File: config.mk
export PLATFORM = sky130hd
export DESIGN_NAME = intr_priority_ctrl_flat
export DESIGN_NICKNAME = d
export VERILOG_FILES = /design/src/rtl/intr_priority_ctrl_pkg.sv /design/src/rtl/intr_priority_ctrl_if.sv /design/src/rtl/intr_priority_ctrl_prio_enc.sv /design/src/rtl/intr_priority_ctrl.sv /design/src/flat_wrapper.sv
export SDC_FILE = /design/constraint.sdc
export NUM_CORES = 1
export LEC_CHECK = 0
export ABC_CLOCK_PERIOD_IN_PS = 2400
export BUFFER_PORTS_ARGS = -buffer_cell sky130_fd_sc_hd__buf_2
export CORE_MARGIN = 2
export CORE_UTILIZATION = 48
export CTS_CLUSTER_SIZE = 8
export DETAILED_ROUTE_END_ITERATION = 10
export GPL_TIMING_DRIVEN = 0
export HOLD_SLACK_MARGIN = 0.05
export PLACE_DENSITY = 0.77
export SYNTH_ARGS = -nofsm -noshare
export SYNTH_HDL_FRONTEND = slang
export SYNTH_SLANG_ARGS = --single-unit
File: constraint.sdc
create_clock -name CLK -period 2.4 [get_ports CLK]
set_input_delay 0.24 -clock CLK [delete_from_list [all_inputs] [get_ports CLK]]
set_output_delay 0.24 -clock CLK [all_outputs]
set_load 0.01 [all_outputs]
File: src/rtl/intr_priority_ctrl_pkg.sv
// Shared types and helpers for the interrupt priority controller.
// Package name: intr_ctrl_pkg.
package intr_ctrl_pkg;

    // Arbitration FSM states
    typedef enum logic [0:0] {
        IDLE = 1'b0,
        REQ  = 1'b1
    } state_t;

    localparam int N_SRC_DEF = 6;
    localparam int VEC_W_DEF = 3;
    localparam int VEC_NONE  = 0;

    // Map a one-hot vector (bit k set) to line id k+1; all-zero maps to 0.
    function automatic logic [3:0] onehot_to_id(input logic [7:0] oh);
        logic [3:0] id;
        id = 4'd0;
        for (int k = 0; k < 8; k++) begin
            if (oh[k]) begin
                id = 4'(k + 1);
            end else begin
                id = id;
            end
        end
        return id;
    endfunction

endpackage

File: src/rtl/intr_priority_ctrl_if.sv
// Interface bundling the interrupt lines, core handshake and status outputs.
// The slave modport is the controller's view; the master modport is the
// environment (generator + core) view.
interface intr_priority_ctrl_if
    import intr_ctrl_pkg::*;
#(
    parameter int N_SRC = N_SRC_DEF,
    parameter int VEC_W = VEC_W_DEF
);
    logic [N_SRC-1:0] INTR;
    logic             GIE;
    logic             MASK_WE;
    logic [N_SRC-1:0] MASK_WD;
    logic             ACK;
    logic             ERET;
    logic             IRQ;
    logic [VEC_W-1:0] VEC;
    logic [N_SRC-1:0] CLR;
    logic [N_SRC-1:0] MASK;
    logic [N_SRC-1:0] ISR;

    modport slave (
        input  INTR, GIE, MASK_WE, MASK_WD, ACK, ERET,
        output IRQ, VEC, CLR, MASK, ISR
    );

    modport master (
        output INTR, GIE, MASK_WE, MASK_WD, ACK, ERET,
        input  IRQ, VEC, CLR, MASK, ISR
    );

endinterface

File: src/rtl/intr_priority_ctrl_prio_enc.sv
// Combinational lowest-index priority encoder: returns {valid, id} where
// id is the 1-based index of the lowest set bit (line 1 = bit 0).
module intr_prio_enc
    import intr_ctrl_pkg::*;
#(
    parameter int N = N_SRC_DEF,
    parameter int W = VEC_W_DEF
)(
    input  logic [N-1:0] i_vec,
    output logic         o_valid,
    output logic [W-1:0] o_id
);
    logic [N-1:0] w_low;
    logic [7:0]   w_oh;

    // Isolate the lowest set bit, then convert it to a line id
    always_comb begin
        w_low   = i_vec & (~i_vec + N'(1));
        w_oh    = 8'(w_low);
        o_valid = |i_vec;
        o_id    = W'(onehot_to_id(w_oh));
    end

endmodule

File: src/rtl/intr_priority_ctrl.sv
// Interrupt priority controller: masks and arbitrates latched interrupt
// lines, presents IRQ/VEC to the core, tracks in-service lines and issues
// CLR pulses on acknowledge.
// Optional macro INTR_NEST_EN: when defined, a strictly higher-priority
// line may preempt lines already in service; when undefined, a new request
// is only raised while no line is in service.
module intr_priority_ctrl
    import intr_ctrl_pkg::*;
#(
    parameter int N_SRC = N_SRC_DEF,
    parameter int VEC_W = VEC_W_DEF
)(
    input  logic                CLK,
    input  logic                RST,
    intr_priority_ctrl_if.slave bus
);
    localparam logic [VEC_W:0] CEIL_NONE = (VEC_W + 1)'(N_SRC + 1);

    state_t           r_state;
    logic             r_irq;
    logic [VEC_W-1:0] r_vec;
    logic [N_SRC-1:0] r_clr;
    logic [N_SRC-1:0] r_mask;
    logic [N_SRC-1:0] r_isr;

    logic [N_SRC-1:0] w_pending;
    logic             w_cand_valid;
    logic [VEC_W-1:0] w_cand_id;
    logic             w_ceil_valid;
    logic [VEC_W-1:0] w_ceil_id;
    logic [VEC_W:0]   w_ceil;
    logic             w_eligible;
    logic [N_SRC-1:0] w_id_oh;
    logic             w_withdraw;
    logic             w_ack_take;
    logic [N_SRC-1:0] w_isr_low;
    logic [N_SRC-1:0] w_isr_next;

    // Lines already in service are excluded so a late INTR drop after CLR
    // cannot re-trigger the same line.
    assign w_pending = bus.INTR & r_mask & ~r_isr;

    intr_prio_enc #(.N(N_SRC), .W(VEC_W)) u_enc_cand (
        .i_vec   (w_pending),
        .o_valid (w_cand_valid),
        .o_id    (w_cand_id)
    );

    intr_prio_enc #(.N(N_SRC), .W(VEC_W)) u_enc_ceil (
        .i_vec   (r_isr),
        .o_valid (w_ceil_valid),
        .o_id    (w_ceil_id)
    );

    // Eligibility: candidate must beat the highest-priority line in service
    always_comb begin
        if (w_ceil_valid) begin
            w_ceil = {1'b0, w_ceil_id};
        end else begin
            w_ceil = CEIL_NONE;
        end
`ifdef INTR_NEST_EN
        w_eligible = bus.GIE & w_cand_valid & ({1'b0, w_cand_id} < w_ceil);
`else
        w_eligible = bus.GIE & w_cand_valid & ({1'b0, w_cand_id} < w_ceil)
                   & (r_isr == {N_SRC{1'b0}});
`endif
    end

    // Decode the presented line and evaluate ACK / withdraw conditions
    always_comb begin
        if (r_vec != VEC_W'(VEC_NONE)) begin
            w_id_oh = N_SRC'(1) << (r_vec - VEC_W'(1));
        end else begin
            w_id_oh = {N_SRC{1'b0}};
        end
        w_ack_take = (r_state == REQ) & bus.ACK;
        w_withdraw = ~bus.GIE | ~(|(r_mask & w_id_oh)) | ~(|(bus.INTR & w_id_oh));
    end

    // Next in-service value: ERET clears the lowest set bit of the old ISR,
    // ACK sets the acknowledged line; both may apply in one cycle.
    always_comb begin
        w_isr_low  = r_isr & (~r_isr + N_SRC'(1));
        w_isr_next = r_isr;
        if (bus.ERET) begin
            w_isr_next = w_isr_next & ~w_isr_low;
        end else begin
            w_isr_next = w_isr_next;
        end
        if (w_ack_take) begin
            w_isr_next = w_isr_next | w_id_oh;
        end else begin
            w_isr_next = w_isr_next;
        end
    end

    // Request FSM with registered IRQ, VEC and CLR outputs
    always_ff @(posedge CLK or posedge RST) begin
        if (RST) begin
            r_state <= IDLE;
            r_irq   <= 1'b0;
            r_vec   <= VEC_W'(VEC_NONE);
            r_clr   <= {N_SRC{1'b0}};
        end else begin
            case (r_state)
                IDLE: begin
                    r_clr <= {N_SRC{1'b0}};
                    if (w_eligible) begin
                        r_state <= REQ;
                        r_irq   <= 1'b1;
                        r_vec   <= w_cand_id;
                    end else begin
                        r_state <= IDLE;
                        r_irq   <= 1'b0;
                        r_vec   <= VEC_W'(VEC_NONE);
                    end
                end
                REQ: begin
                    if (bus.ACK) begin
                        r_state <= IDLE;
                        r_irq   <= 1'b0;
                        r_vec   <= VEC_W'(VEC_NONE);
                        r_clr   <= w_id_oh;
                    end else if (w_withdraw) begin
                        r_state <= IDLE;
                        r_irq   <= 1'b0;
                        r_vec   <= VEC_W'(VEC_NONE);
                        r_clr   <= {N_SRC{1'b0}};
                    end else begin
                        r_state <= REQ;
                        r_clr   <= {N_SRC{1'b0}};
                    end
                end
                default: begin
                    r_state <= IDLE;
                    r_irq   <= 1'b0;
                    r_vec   <= VEC_W'(VEC_NONE);
                    r_clr   <= {N_SRC{1'b0}};
                end
            endcase
        end
    end

    // Mask register; reset leaves every line masked
    always_ff @(posedge CLK or posedge RST) begin
        if (RST) begin
            r_mask <= {N_SRC{1'b0}};
        end else if (bus.MASK_WE) begin
            r_mask <= bus.MASK_WD;
        end else begin
            r_mask <= r_mask;
        end
    end

    // In-service register
    always_ff @(posedge CLK or posedge RST) begin
        if (RST) begin
            r_isr <= {N_SRC{1'b0}};
        end else begin
            r_isr <= w_isr_next;
        end
    end

    assign bus.IRQ  = r_irq;
    assign bus.VEC  = r_vec;
    assign bus.CLR  = r_clr;
    assign bus.MASK = r_mask;
    assign bus.ISR  = r_isr;

endmodule

File: src/flat_wrapper.sv
// flat-port wrapper written by rule: the top's interface ports become plain ports
module intr_priority_ctrl_flat import intr_ctrl_pkg::*;
#(
    parameter int N_SRC = N_SRC_DEF,
    parameter int VEC_W = VEC_W_DEF
)
  (CLK, RST, bus_INTR, bus_GIE, bus_MASK_WE, bus_MASK_WD, bus_ACK, bus_ERET, bus_IRQ, bus_VEC, bus_CLR, bus_MASK, bus_ISR);
  intr_priority_ctrl_if #(.N_SRC(N_SRC), .VEC_W(VEC_W)) bus_i ();
  input  logic CLK;
  input  logic RST;
  input wire logic [$bits(bus_i.INTR)-1:0] bus_INTR;
  input wire logic [$bits(bus_i.GIE)-1:0] bus_GIE;
  input wire logic [$bits(bus_i.MASK_WE)-1:0] bus_MASK_WE;
  input wire logic [$bits(bus_i.MASK_WD)-1:0] bus_MASK_WD;
  input wire logic [$bits(bus_i.ACK)-1:0] bus_ACK;
  input wire logic [$bits(bus_i.ERET)-1:0] bus_ERET;
  output wire logic [$bits(bus_i.IRQ)-1:0] bus_IRQ;
  output wire logic [$bits(bus_i.VEC)-1:0] bus_VEC;
  output wire logic [$bits(bus_i.CLR)-1:0] bus_CLR;
  output wire logic [$bits(bus_i.MASK)-1:0] bus_MASK;
  output wire logic [$bits(bus_i.ISR)-1:0] bus_ISR;
  assign bus_i.INTR = bus_INTR;
  assign bus_i.GIE = bus_GIE;
  assign bus_i.MASK_WE = bus_MASK_WE;
  assign bus_i.MASK_WD = bus_MASK_WD;
  assign bus_i.ACK = bus_ACK;
  assign bus_i.ERET = bus_ERET;
  assign bus_IRQ = bus_i.IRQ;
  assign bus_VEC = bus_i.VEC;
  assign bus_CLR = bus_i.CLR;
  assign bus_MASK = bus_i.MASK;
  assign bus_ISR = bus_i.ISR;
  intr_priority_ctrl #(.N_SRC(N_SRC), .VEC_W(VEC_W)) u_core (.CLK(CLK), .RST(RST), .bus(bus_i));
endmodule
Word-level counts from Yosys, hierarchy flattened
Cells that the tools add are included.
Storage, ports and cells
  bits in registers: 23
  latch bits: 0
  RAM bits: 0
  ROM bits: 0
  bits of input ports: 18
  output and inout port bits: 22
  word-level logic and storage cells: 68
  memories: 0
Cells by class
  add/sub/neg operators: 3
  $mul: 0
  divide/modulo/power cells: 0
  $lt $le $gt $ge: 1
  eq/ne operators: 1
  shift-type cells: 1
  muxes and demuxes: 29
  bitwise logic cells: 21
  reduce and logical (&&, ||, !) cells: 6
Operator list (number)
  6-bit bitwise AND: 7
  3-bit two-way mux: 14
  6-bit two-way mux: 4
  6-bit OR reduction: 4
  6-bit NOT: 3
  6-bit by 1-bit adder with 6-bit output, second input constant: 2
  6-bit case mux with 2 select lines: 1
  1-bit two-way mux: 7
  6-bit zero test: 1
  6-bit bitwise OR: 1
  3-bit case mux with 2 select lines: 1
  1-bit by 3-bit << shifter with 6-bit output, first input constant: 1
  1-bit bitwise AND: 4
  1-bit NOT: 4
  1-bit case mux with 2 select lines: 2
  3-bit less-than comparator: 1
  3-bit inequality test, second input constant: 1
  3-bit nonzero test: 1
  3-bit by 1-bit subtractor with 3-bit output, second input constant: 1
  1-bit bitwise OR: 2

Logic depth before layout (Yosys ltp)
Gate-level depths: netlist (run 1).
  depth in word-level cells: 16
  mapped depth: 9
  gate-level depth less buffers: 9

Hierarchy
A second synthesis (run 1) with hierarchy kept.
Second synthesis, totals
  cell total of the unflattened synthesis: 122
  area total of the unflattened synthesis: 1218.7 um2
Modules (own cells, without submodules)
  intr_priority_ctrl: instances 1, cells an instance 102, area each 1108.6 um2, seq. area each 575.6 um2
  intr_prio_enc: instances 2, cells an instance 10, area each 55.1 um2, seq. area each 0.0 um2

Least setup slack after synthesis (run 1)
No wires, ideal clock.
  path type: register to register
  start: reg u_core.r_vec[1], in the netlist u_core.bus.VEC[1]
  end: reg u_core.r_vec[0], in the netlist u_core.bus.VEC[0]
  library setup time: 0.121 ns
  arrival: 1.950 ns
  required time: 2.279 ns
  slack: 0.329 ns
  stages on the path, launching flop included: 10
  buffers on the path: 2
  period minus slack after synthesis: 2.071 ns
  path through: dfrtp_1 buf_6 nor2_1 ha_1 buf_2 mux2i_1 o22ai_1 o311ai_1 a21oi_2 a22o_1
On the way
  longest elaborated chain between the ends: 9
  elaborated cells on any way between the ends: 13
  those cells by class: 1 x add/sub; 1 x eq/ne; 1 x shift; 1 x mux; 6 x bitwise; 3 x reduce/logical
RTL lines
  from (decl): line intr_priority_ctrl.sv:21  | logic [VEC_W-1:0] r_vec;
  from (signal assigned): line intr_priority_ctrl.sv:103  | r_vec <= VEC_W'(VEC_NONE);
  from (signal assigned): line intr_priority_ctrl.sv:112  | r_vec <= w_cand_id;
  from (signal assigned): line intr_priority_ctrl.sv:116  | r_vec <= VEC_W'(VEC_NONE);
  3-bit by 1-bit subtractor with 3-bit output: line intr_priority_ctrl.sv:73  | w_id_oh = N_SRC'(1) << (r_vec - VEC_W'(1));
  1-bit by 3-bit << shifter with 6-bit output: line intr_priority_ctrl.sv:73
  6-bit two-way mux (*): line intr_priority_ctrl.sv:72  | if (r_vec != VEC_W'(VEC_NONE)) begin
  6-bit bitwise AND: line intr_priority_ctrl.sv:78  | w_withdraw = ~bus.GIE | ~(|(r_mask & w_id_oh)) | ~(|(bus.INTR & w_id_oh));
  6-bit OR reduction: line intr_priority_ctrl.sv:78
  1-bit NOT: line intr_priority_ctrl.sv:78
  1-bit bitwise OR: line intr_priority_ctrl.sv:78
  1-bit bitwise OR (*): line intr_priority_ctrl.sv:78
  3-bit inequality test (no line) (*)
Mark *: on every way between the ends. The rest lies on a longest branch, timed or not.
A chain may end at the register's enable or synchronous reset.

Final worst setup path (run 1)
  start: reg u_core.r_isr[1], in the netlist u_core.bus.ISR[1]
  end: reg u_core.r_vec[0], in the netlist u_core.bus.VEC[0]
On the way
  longest elaborated chain between the ends: 15
  elaborated cells on any way between the ends: 27
  those cells by class: 2 x add/sub; 1 x order compare; 13 x mux; 8 x bitwise; 3 x reduce/logical
RTL lines
  from (decl): line intr_priority_ctrl.sv:24  | logic [N_SRC-1:0] r_isr;
  from (signal assigned): line intr_priority_ctrl.sv:159  | r_isr <= {N_SRC{1'b0}};
  from (signal assigned): line intr_priority_ctrl.sv:161  | r_isr <= w_isr_next;
  6-bit NOT: line intr_priority_ctrl_prio_enc.sv:18, intr_priority_ctrl.sv:41
  6-bit bitwise AND: line intr_priority_ctrl.sv:41  | assign w_pending = bus.INTR & r_mask & ~r_isr;
  6-bit NOT: line intr_priority_ctrl_prio_enc.sv:18  | w_low = i_vec & (~i_vec + N'(1));
  6-bit by 1-bit adder with 6-bit output: line intr_priority_ctrl_prio_enc.sv:18
  6-bit bitwise AND: line intr_priority_ctrl_prio_enc.sv:18
  3-bit two-way mux (5 in series): line intr_priority_ctrl_pkg.sv:20  | if (oh[k]) begin
  3-bit less-than comparator: line intr_priority_ctrl.sv:65  | w_eligible = bus.GIE & w_cand_valid & ({1'b0, w_cand_id} < w_ceil)
  1-bit bitwise AND: line intr_priority_ctrl.sv:65
  1-bit bitwise AND: line intr_priority_ctrl.sv:66  | & (r_isr == {N_SRC{1'b0}});
  3-bit two-way mux (*): line intr_priority_ctrl.sv:109  | if (w_eligible) begin
  3-bit case mux with 2 select lines (*): line intr_priority_ctrl.sv:106  | case (r_state)
Marked as above.

==> results of run 1 <==
[metrics by stage]
step	total power, mW	hold slack [ns]
5_1_grt	0.863	0.108
4_1_cts	0.817	0.0937
3_3_place_gp	0.629	0.432
2_1_floorplan	0.571	0.242
3_5_place_dp	0.639	0.454
6_report	0.819	0.0575
[registers in the layout, indices dropped and copies added, names as in the netlist]
signal	flops
u_core.bus.CLR	6
u_core.bus.ISR	6
u_core.bus.IRQ	1
u_core.r_state	1
u_core.bus.MASK	6
u_core.bus.VEC	3
[logic make-up (layout without fill, tap and decap cells)]
group	after synthesis	after routing
and+or+nand+nor	41	41
DFF	23	23
AOI/OAI and AO/OA	20	20
muxes	9	9
buffers and inverters	9	51
adders and majority gates	3	3
[cell type report]
cell class              count  share of cell area, %
well taps                  28                   2.51
inverters                   6                   1.61
flip-flops and latches     23                   41.3
plain buffers               3                   1.43
clock buffers               3                   1.61
repair buffers             38                   13.6
multi-input cells          73                   37.5
clock inverters             1                  0.358
[layer usage]
layer / wire, um / share of wire (%) / track usage [%]
met1: 1100 / 41 / 28.4
met2: 1270 / 48 / 35.8
met3: 227 / 8.6 / 4.29
met4: 57 / 2.2 / 9.83
met5: 0 / 0 / 0
[worst paths after layout]
check,slack [ns],cells past startpoint,start,end
max,0.19,8,u_core.bus.ISR[1]$_DFF_PP0_,u_core.bus.VEC[0]$_DFFE_PP0P_
min,0.06,2,RST,u_core.bus.CLR[2]$_DFF_PP0_
max reg2reg,0.19,8,u_core.bus.ISR[1]$_DFF_PP0_,u_core.bus.VEC[0]$_DFFE_PP0P_
min reg2reg,0.56,1,u_core.bus.IRQ$_DFFE_PP0P_,u_core.bus.IRQ$_DFFE_PP0P_
max in group asynchronous,1.75,2,RST,u_core.bus.VEC[0]$_DFFE_PP0P_
min in group CLK,0.11,2,bus_ERET,u_core.bus.ISR[0]$_DFF_PP0_
[cell usage in the layout, fill, tap and decap left out, types with 2 or more instances in the layout]
master    instances
buf_2            39
dfrtp_1          22
nand3b_1          8
nand2_1           7
mux2_2            6
inv_1             6
nor2_1            5
nand2b_1          4
nor3_1            4
nand3_1           4
o21ai_0           4
o22ai_1           3
a22o_1            3
ha_1              3
clkbuf_4          3
nor2b_1           2
a21o_1            2
o211ai_1          2
and2_1            2
mux2i_1           2
[synth_stat cells (all sizes together)]
library cell	count	area, sq um
a21oi	2	13.8
ha	3	37.5
dfrtp	23	576
o22ai	3	18.8
nor4b	1	8.76
nand3	4	20.0
mux2	6	67.6
a21o	3	23.8
mux4	1	26.3
o2111ai	1	8.76
nor2b	2	12.5
nand3b	8	60.1
inv	6	22.5
o211ai	2	15.0
nand2	7	26.3
a22o	3	26.3
or2b	1	7.51
nand2b	4	25.0
buf	2	16.3
clkbuf	1	3.75
o311ai	1	8.76
and2	2	12.5
o21ai	4	20.0
and3	1	7.51
or2	2	12.5
mux2i	2	20.0
nor2	5	18.8
nor3	4	20.0
a31oi	1	6.26
[power groups by stage]
stage	clock network, mW	logic, mW	registers, mW
global placement	0	0.187	0.442
detailed placement	0	0.193	0.445
floorplan	0	0.122	0.448
CTS	0.185	0.195	0.438
finish	0.185	0.195	0.439
global route	0.205	0.215	0.443
[worst reg2reg max path: stages (launching register included)]
cell and delay [ns]:
dfrtp_1 0.47, nand3b_1 0.25, nand3_1 0.16, nor2b_1 0.08
ha_1 0.19, nor4b_1 0.29, o2111ai_1 0.15, a31oi_1 0.37
a22o_1 0.20
[timing repair]
action	in CTS	in global routing
setup buffers	0	0
resized for setup	0	1
hold endpoints to repair	0	0
endpoints found under the setup margin	0	4
hold buffers	0	0
==> out/metrics.yaml, run 1 <==
power:
  ir_drop_uv: 441
  p_clk_share_pct: 22.5
  power_density_nw_per_um2: 586
  p_switching_uw: 253
  combinationalPowerShare_pct: 23.8
  pwr-share-seq_pct: 53.6
  p_leak_nw: 0.753
  p_int_uw: 566
  p_sw_share_pct: 30.9
die:
  die_w_um: 52.8
  die_y_um: 52.8
  dieArea_sq_um: 2790
  std_cell_rows: 17
  ios: 40
  start_util_pct: 51.1
  core_region_area_sq_um: 2230
worst_setup_path:
  end_kind: "flop"
  crit_type: "reg2reg"
  critPathMaxFanout: 6
  crit_buf_inv: 0
  critPathMaxStageDelay_ns: 0.47
  cp.arrival_ns: 2.48
  critPathSlowestCell: "dfrtp_1"
  worst_setup_path_start_kind: "flop"
  required_ns: 2.66
  cpLargestDelayFamily: "simple AND/OR/NAND/NOR gates"
  cp_cell_sequence: "nand3b_1, nand3_1, nor2b_1, ha_1, nor4b_1, o2111ai_1, a31oi_1, a22o_1"
yosys:
  avgSynthCellArea_sq_um: 10.9
  synth_xor_area_share_pct: 0
  yosys-mux-area-fraction_pct: 9.97
  synthesis.area_sq_um: 1140
  synth_top_family_by_area: "simple AND/OR/NAND/NOR gates"
  ys_types: 33
  yosys.area_share.simple_pct: 20.3
  synth_seq_cells: 23
  seq_area_frac_synth_pct: 50.4
  syn-num-nets: 126
  synth_cells: 105
  yosys_warnings: 0
  synth_compound_area_share_pct: 12.4
  synth_fa_ha_area_share_pct: 3.29
finish:
  multi_input_area_sq_um: 524
  drive_above_1_share_pct: 37.4
  antenna_cells: 0
  seq_area_sq_um: 577
  nNetsFinal: 169
  fillers: 195
  fin_util_pct: 62.5
  final_cell_count_no_fill: 175
  areaGrowthSynthToFinish_pct: 22.2
  final_cell_area_sq_um: 1400
grt:
  grt_max_degree: 24
  grt_remaining_overflow: 0
  grt_pass1_wl_um: 4420
  grt_usage_pct: 22.1
  antenna_found_initial: 0
  grt_pass1_vias: 964
clock_tree:
  clock_latency_ns: 0.33
  cts_buffers: 3
  clockRootBuffer: "clkbuf_4"
  cts_tree: "yes"
  cts-htree-levels: 1
  cts_max_path_buffers: 2
  cts.reportedPaths.clkPinSlew_ns: 0.13
  clock_sinks: 23
sta:
  finalMaxSlewViolations: 0
  grt_setup_unrepaired: "no"
  setup-tns-final_ns: 0
  fin_skew_ns: 0.0114
  slew-limit-headroom_pct: 43.0
  fmax_ghz: 0.452
  finalSetupViolations: 0
  hold_viol: 0
  finalWorstSetupSlack_ns: 0.186
  fin_crit_ns: 2.21
  max_slew.worst_pin.slew_ns: 0.854
  fin_crit_sh_pct: 92.3
detailed_routing:
  antenna_left: 0
  drcViolationCount: 0
  detail_route.first_pass.iterations: 4
  num_vias: 1000
  drt_iter0_markers: 37
  routedWlPerCell_um: 15.1
  wl_um: 2650
  viasPerCell: 5.71
placed_design:
  globalplace.congestion: 0.829
  placed_cell_area_sq_um: 1370
  post-place-ws_ns: 0.176
  io_buffers: 38
  dpl.cell_count: 171
  dp_hpwl_um: 2040
job:
  maxCapViolations: 0
hold_path:
  hold_path.class: "in2async"
outcome:
  outcome: "complete, no violations"
(Power assumes the default switching activity.)
==> run 2, diff against run 1 <==
CORE_ASPECT_RATIO = 2   (was unset)
CORE_UTILIZATION = 30   (was 48)
PLACE_DENSITY = unset   (was 0.77)
==> out/metrics.yaml, run 2 (synthesis results as in run 1) <==
grt:
  grt_max_degree: 24
  antenna_found_initial: 0
  grt_remaining_overflow: 0
  grt_usage_pct: 15.5
  grt_pass1_vias: 1011
  grt_pass1_wl_um: 4890
die:
  ios: 40
  die_w_um: 47.6
  core_region_area_sq_um: 3650
  start_util_pct: 31.3
  std_cell_rows: 31
  dieArea_sq_um: 4350
  die_y_um: 91.3
worst_setup_path:
  crit_type: "reg2reg"
  required_ns: 2.56
  worst_setup_path_start_kind: "flop"
  r2r-end: "u_core.bus.VEC[1]$_DFFE_PP0P_"
  reg2reg_setup_slack_ns: 0.18
  critPathMaxFanout: 8
  timing.rr.start: "u_core.bus.VEC[1]$_DFFE_PP0P_"
  reg2reg_depth: 9
  end_kind: "flop"
  cp.arrival_ns: 2.38
power:
  pwr-share-seq_pct: 49.4
  ir_drop_uv: 336
  combinationalPowerShare_pct: 22.6
  power_density_nw_per_um2: 612
  finalPower_uw: 888
  p_clk_share_pct: 28.0
  p_switching_uw: 264
  p_int_uw: 623
  p_leak_nw: 0.757
  p_sw_share_pct: 29.8
finish:
  final_cell_mix: "39 x buf_2, 22 x dfrtp_1, 8 x nand3b_1, 7 x nand2_1"
  antenna_cells: 0
  nNetsFinal: 169
  drive_above_1_share_pct: 38.1
  areaGrowthSynthToFinish_pct: 26.9
  final_common_cell: "buf_2"
placed_design:
  dp_hpwl_um: 2340
  globalplace.congestion: 0.816
  io_buffers: 38
sta:
  finalMaxSlewViolations: 0
  fin_skew_ns: 0.00452
  fin_crit_ns: 2.22
  grt_setup_unrepaired: "no"
  max_slew.worst_pin.slew_ns: 0.846
  finalSetupViolations: 0
  fin_crit_sh_pct: 92.4
  setup-tns-final_ns: 0
  fmax_ghz: 0.451
  slew-limit-headroom_pct: 43.6
  hold_viol: 0
detailed_routing:
  viasPerCell: 5.01
  num_vias: 981
  drcViolationCount: 0
  routedWlPerCell_um: 15.1
  detail_route.first_pass.iterations: 4
  antenna_left: 0
  drt_iter0_markers: 24
  wl_um: 2960
clock_tree:
  clock_latency_ns: 0.27
  clock_sinks: 23
  cts_resized: 0
  cts.reportedPaths.clkPinSlew_ns: 0.08
  clockRootBuffer: "clkbuf_8"
  hold_buffers: 0
  cts_max_path_buffers: 2
  cts_buffers: 3
  cts_setup_buffers: 0
  cts_tree: "yes"
  cts-htree-levels: 1
outcome:
  outcome: "complete, no violations"
job:
  maxCapViolations: 0
hold_path:
  hold_path.class: "in2async"
## run 2: cell types whose count changed in the layout (fill, tap and decap cells not counted)
cell / previous run / this run
clkbuf_8: 0 / 3
clkbuf_4: 3 / 0
clkinv_2: 1 / 0
clkinvlp_4: 0 / 1
a31oi_1: 1 / 0
a31oi_2: 0 / 1
## run 2: worst max-delay path, stage by stage (launching register included)
cell and delay, ns:
dfrtp_1 0.39, buf_6 0.14, nor2_1 0.14, ha_1 0.25, buf_2 0.17, mux2i_1 0.17
o22ai_1 0.12, o311ai_1 0.35, a21oi_2 0.15, a22o_1 0.25
## run 2: power groups by stage
stage / Combinational, mW / Sequential, mW / Clock (mW)
floorplan: 0.122 / 0.448 / 0
global placement: 0.190 / 0.444 / 0
detailed placement: 0.197 / 0.446 / 0
CTS: 0.198 / 0.439 / 0.257
global route: 0.222 / 0.443 / 0.271
finish: 0.201 / 0.439 / 0.248
## run 2: cell type report
| cell class | instances | area (sq um) |
|---|---|---|
| clock buffers | 3 | 41.3 |
| clock inverters | 1 | 7.51 |
| repair buffers | 38 | 190 |
| plain buffers | 3 | 20.0 |
| fillers | 400 | 2200 |
| well taps | 49 | 61.3 |
| inverters | 6 | 22.5 |
| multi-input cells | 73 | 531 |
| flip-flops and latches | 23 | 577 |
## run 2: worst max-delay path by stage
| stage | cells past startpoint | start | end |
|---|---|---|---|
| finish | 9 | u_core.bus.VEC[1]$_DFFE_PP0P_ | u_core.bus.VEC[1]$_DFFE_PP0P_ |
| global route | 9 | u_core.bus.VEC[1]$_DFFE_PP0P_ | u_core.bus.VEC[1]$_DFFE_PP0P_ |
| CTS | 8 | u_core.bus.VEC[0]$_DFFE_PP0P_ | u_core.bus.VEC[1]$_DFFE_PP0P_ |
| detailed placement | 8 | u_core.bus.VEC[0]$_DFFE_PP0P_ | u_core.bus.VEC[1]$_DFFE_PP0P_ |
| global placement | 8 | u_core.bus.VEC[0]$_DFFE_PP0P_ | u_core.bus.VEC[1]$_DFFE_PP0P_ |
| floorplan | 9 | u_core.bus.VEC[1]$_DFFE_PP0P_ | u_core.bus.VEC[0]$_DFFE_PP0P_ |
## run 2: routing by layer
layer,wire length (um),track usage (%)
met1,1170,19.0
met2,1630,25.8
met3,97,1.79
met4,54,6.53
met5,0,0
## run 2: per-stage QoR
step | hold slack [ns] | utilization, % | area [sq um] | instances | setup WS [ns]
final | 0.127 | 39.8 | 1450 | 196 | 0.183
after global routing | 0.197 | 39.8 | 1450 | 196 | 0.0344
after CTS | 0.164 | 39.6 | 1440 | 196 | 0.0992
after detailed placement | 0.463 | 38.2 | 1390 | 192 | 0.109
after global placement | 0.449 | 38.2 | 1390 | 192 | 0.181
after floorplan | 0.242 | - | 1140 | 105 | 0.329
==> run 3, diff against run 2 <==
CELL_PAD_IN_SITES_DETAIL_PLACEMENT = 0   (was unset)
CELL_PAD_IN_SITES_GLOBAL_PLACEMENT = 1   (was unset)
PLACE_DENSITY_LB_ADDON = 0.1   (was unset)
==> out/metrics.yaml, run 3 (synthesis results as in run 1) <==
outcome:
  outcome: "complete, no violations"
sta:
  setup-tns-final_ns: 0
  slew-limit-headroom_pct: 41.1
  hold_viol: 0
  fin_skew_ns: 0.00312
  finalMaxSlewViolations: 0
  grt_setup_unrepaired: "no"
  finalSetupViolations: 0
  fin_crit_sh_pct: 94.7
  max_slew.worst_pin.slew_ns: 0.882
  fin_crit_ns: 2.27
  fmax_ghz: 0.440
die:
  die_w_um: 47.6
  start_util_pct: 31.3
  std_cell_rows: 31
  ios: 40
  dieArea_sq_um: 4350
  die_y_um: 91.3
  core_region_area_sq_um: 3650
power:
  p_leak_nw: 0.757
  finalPower_uw: 885
  ir_drop_uv: 299
  power_density_nw_per_um2: 610
finish:
  final_cell_mix: "39 x buf_2, 22 x dfrtp_1, 8 x nand3b_1, 7 x nand2_1"
  nNetsFinal: 169
  fillers: 412
  areaGrowthSynthToFinish_pct: 26.9
  antenna_cells: 0
  final_common_cell: "buf_2"
  drive_above_1_share_pct: 38.1
worst_setup_path:
  crit_type: "reg2reg"
  cp_cell_sequence: "nand3b_1, nand3_1, nor2b_1, ha_1, nor4b_1, o2111ai_1, a31oi_2, a22o_1"
  r2r-end: "u_core.bus.VEC[0]$_DFFE_PP0P_"
  critPathMaxFanout: 6
  worst_setup_path_start_kind: "flop"
  required_ns: 2.60
  critPathSlowestCell: "dfrtp_1"
  reg2reg_depth: 8
  timing.rr.start: "u_core.bus.ISR[1]$_DFF_PP0_"
  reg2reg_setup_slack_ns: 0.13
  cp.arrival_ns: 2.48
  crit_buf_inv: 0
  end_kind: "flop"
  cpLargestDelayFamily: "simple AND/OR/NAND/NOR gates"
  critPathMaxStageDelay_ns: 0.46
clock_tree:
  cts_max_path_buffers: 2
  cts_setup_buffers: 0
  clockRootBuffer: "clkbuf_8"
  cts_buffers: 3
  cts_tree: "yes"
  clock_sinks: 23
  cts.reportedPaths.clkPinSlew_ns: 0.09
  cts_resized: 0
  cts-htree-levels: 1
  clock_latency_ns: 0.27
  hold_buffers: 0
detailed_routing:
  antenna_left: 0
  detail_route.first_pass.iterations: 5
  drcViolationCount: 0
  routedWlPerCell_um: 15.7
  viasPerCell: 4.93
  num_vias: 966
  drt_iter0_markers: 14
  wl_um: 3080
grt:
  antenna_found_initial: 0
  grt_usage_pct: 15.6
  grt_pass1_wl_um: 4890
  grt_pass1_vias: 977
  grt_remaining_overflow: 0
  grt_max_degree: 24
placed_design:
  globalplace.congestion: 0.776
  io_buffers: 38
  dp_hpwl_um: 2460
hold_path:
  hold_path.class: "in2async"
job:
  maxCapViolations: 0
-- run 3: area by class of cell --
class | instances | area, sq um | area share, %
Clock inverter | 1 | 7.51 | 0.518
Tap cell | 49 | 61.3 | 4.23
Inverter | 6 | 22.5 | 1.55
Multi-Input combinational cell | 73 | 531 | 36.6
Timing Repair Buffer | 38 | 190 | 13.1
Buffer | 3 | 20.0 | 1.38
Clock buffer | 3 | 41.3 | 2.85
Sequential cell | 23 | 577 | 39.8
-- run 3: worst max path at each step --
stage,startpoint,endpoint,slack [ns],depth (start not counted)
floorplan,u_core.bus.VEC[1]$_DFFE_PP0P_,u_core.bus.VEC[0]$_DFFE_PP0P_,0.33,9
detailed placement,u_core.bus.ISR[1]$_DFF_PP0_,u_core.bus.VEC[1]$_DFFE_PP0P_,0.1,8
global route,u_core.bus.ISR[1]$_DFF_PP0_,u_core.bus.VEC[2]$_DFFE_PP0P_,0.005,8
finish,u_core.bus.ISR[1]$_DFF_PP0_,u_core.bus.VEC[0]$_DFFE_PP0P_,0.13,8
CTS,u_core.bus.ISR[1]$_DFF_PP0_,u_core.bus.VEC[1]$_DFFE_PP0P_,0.06,8
global placement,u_core.bus.VEC[0]$_DFFE_PP0P_,u_core.bus.VEC[1]$_DFFE_PP0P_,0.12,8
-- run 3: where the power goes --
part / internal, mW / total [mW] / switching [mW]
logic: 0.0927 / 0.200 / 0.108
clock network: 0.117 / 0.248 / 0.130
registers: 0.412 / 0.437 / 0.0253
total: 0.622 / 0.885 / 0.263
-- run 3: through the flow --
stage | instance area [sq um] | worst slack (ns) | instances | util, % | hold slack (ns)
finish | 1450 | 0.127 | 196 | 39.8 | 0.144
global placement | 1390 | 0.122 | 192 | 38.2 | 0.457
CTS | 1440 | 0.0571 | 196 | 39.6 | 0.178
global route | 1450 | 0.00455 | 196 | 39.8 | 0.193
detailed placement | 1390 | 0.0988 | 192 | 38.2 | 0.472
floorplan | 1140 | 0.329 | 105 | - | 0.242
-- run 3: per-layer routing --
layer,up-vias,GRT usage (%),wire length (um)
li1,459,-,-
met3,6,1.99,173
met1,457,18.0,1110
met2,44,27.7,1750
met4,0,4.73,42
met5,-,0,0
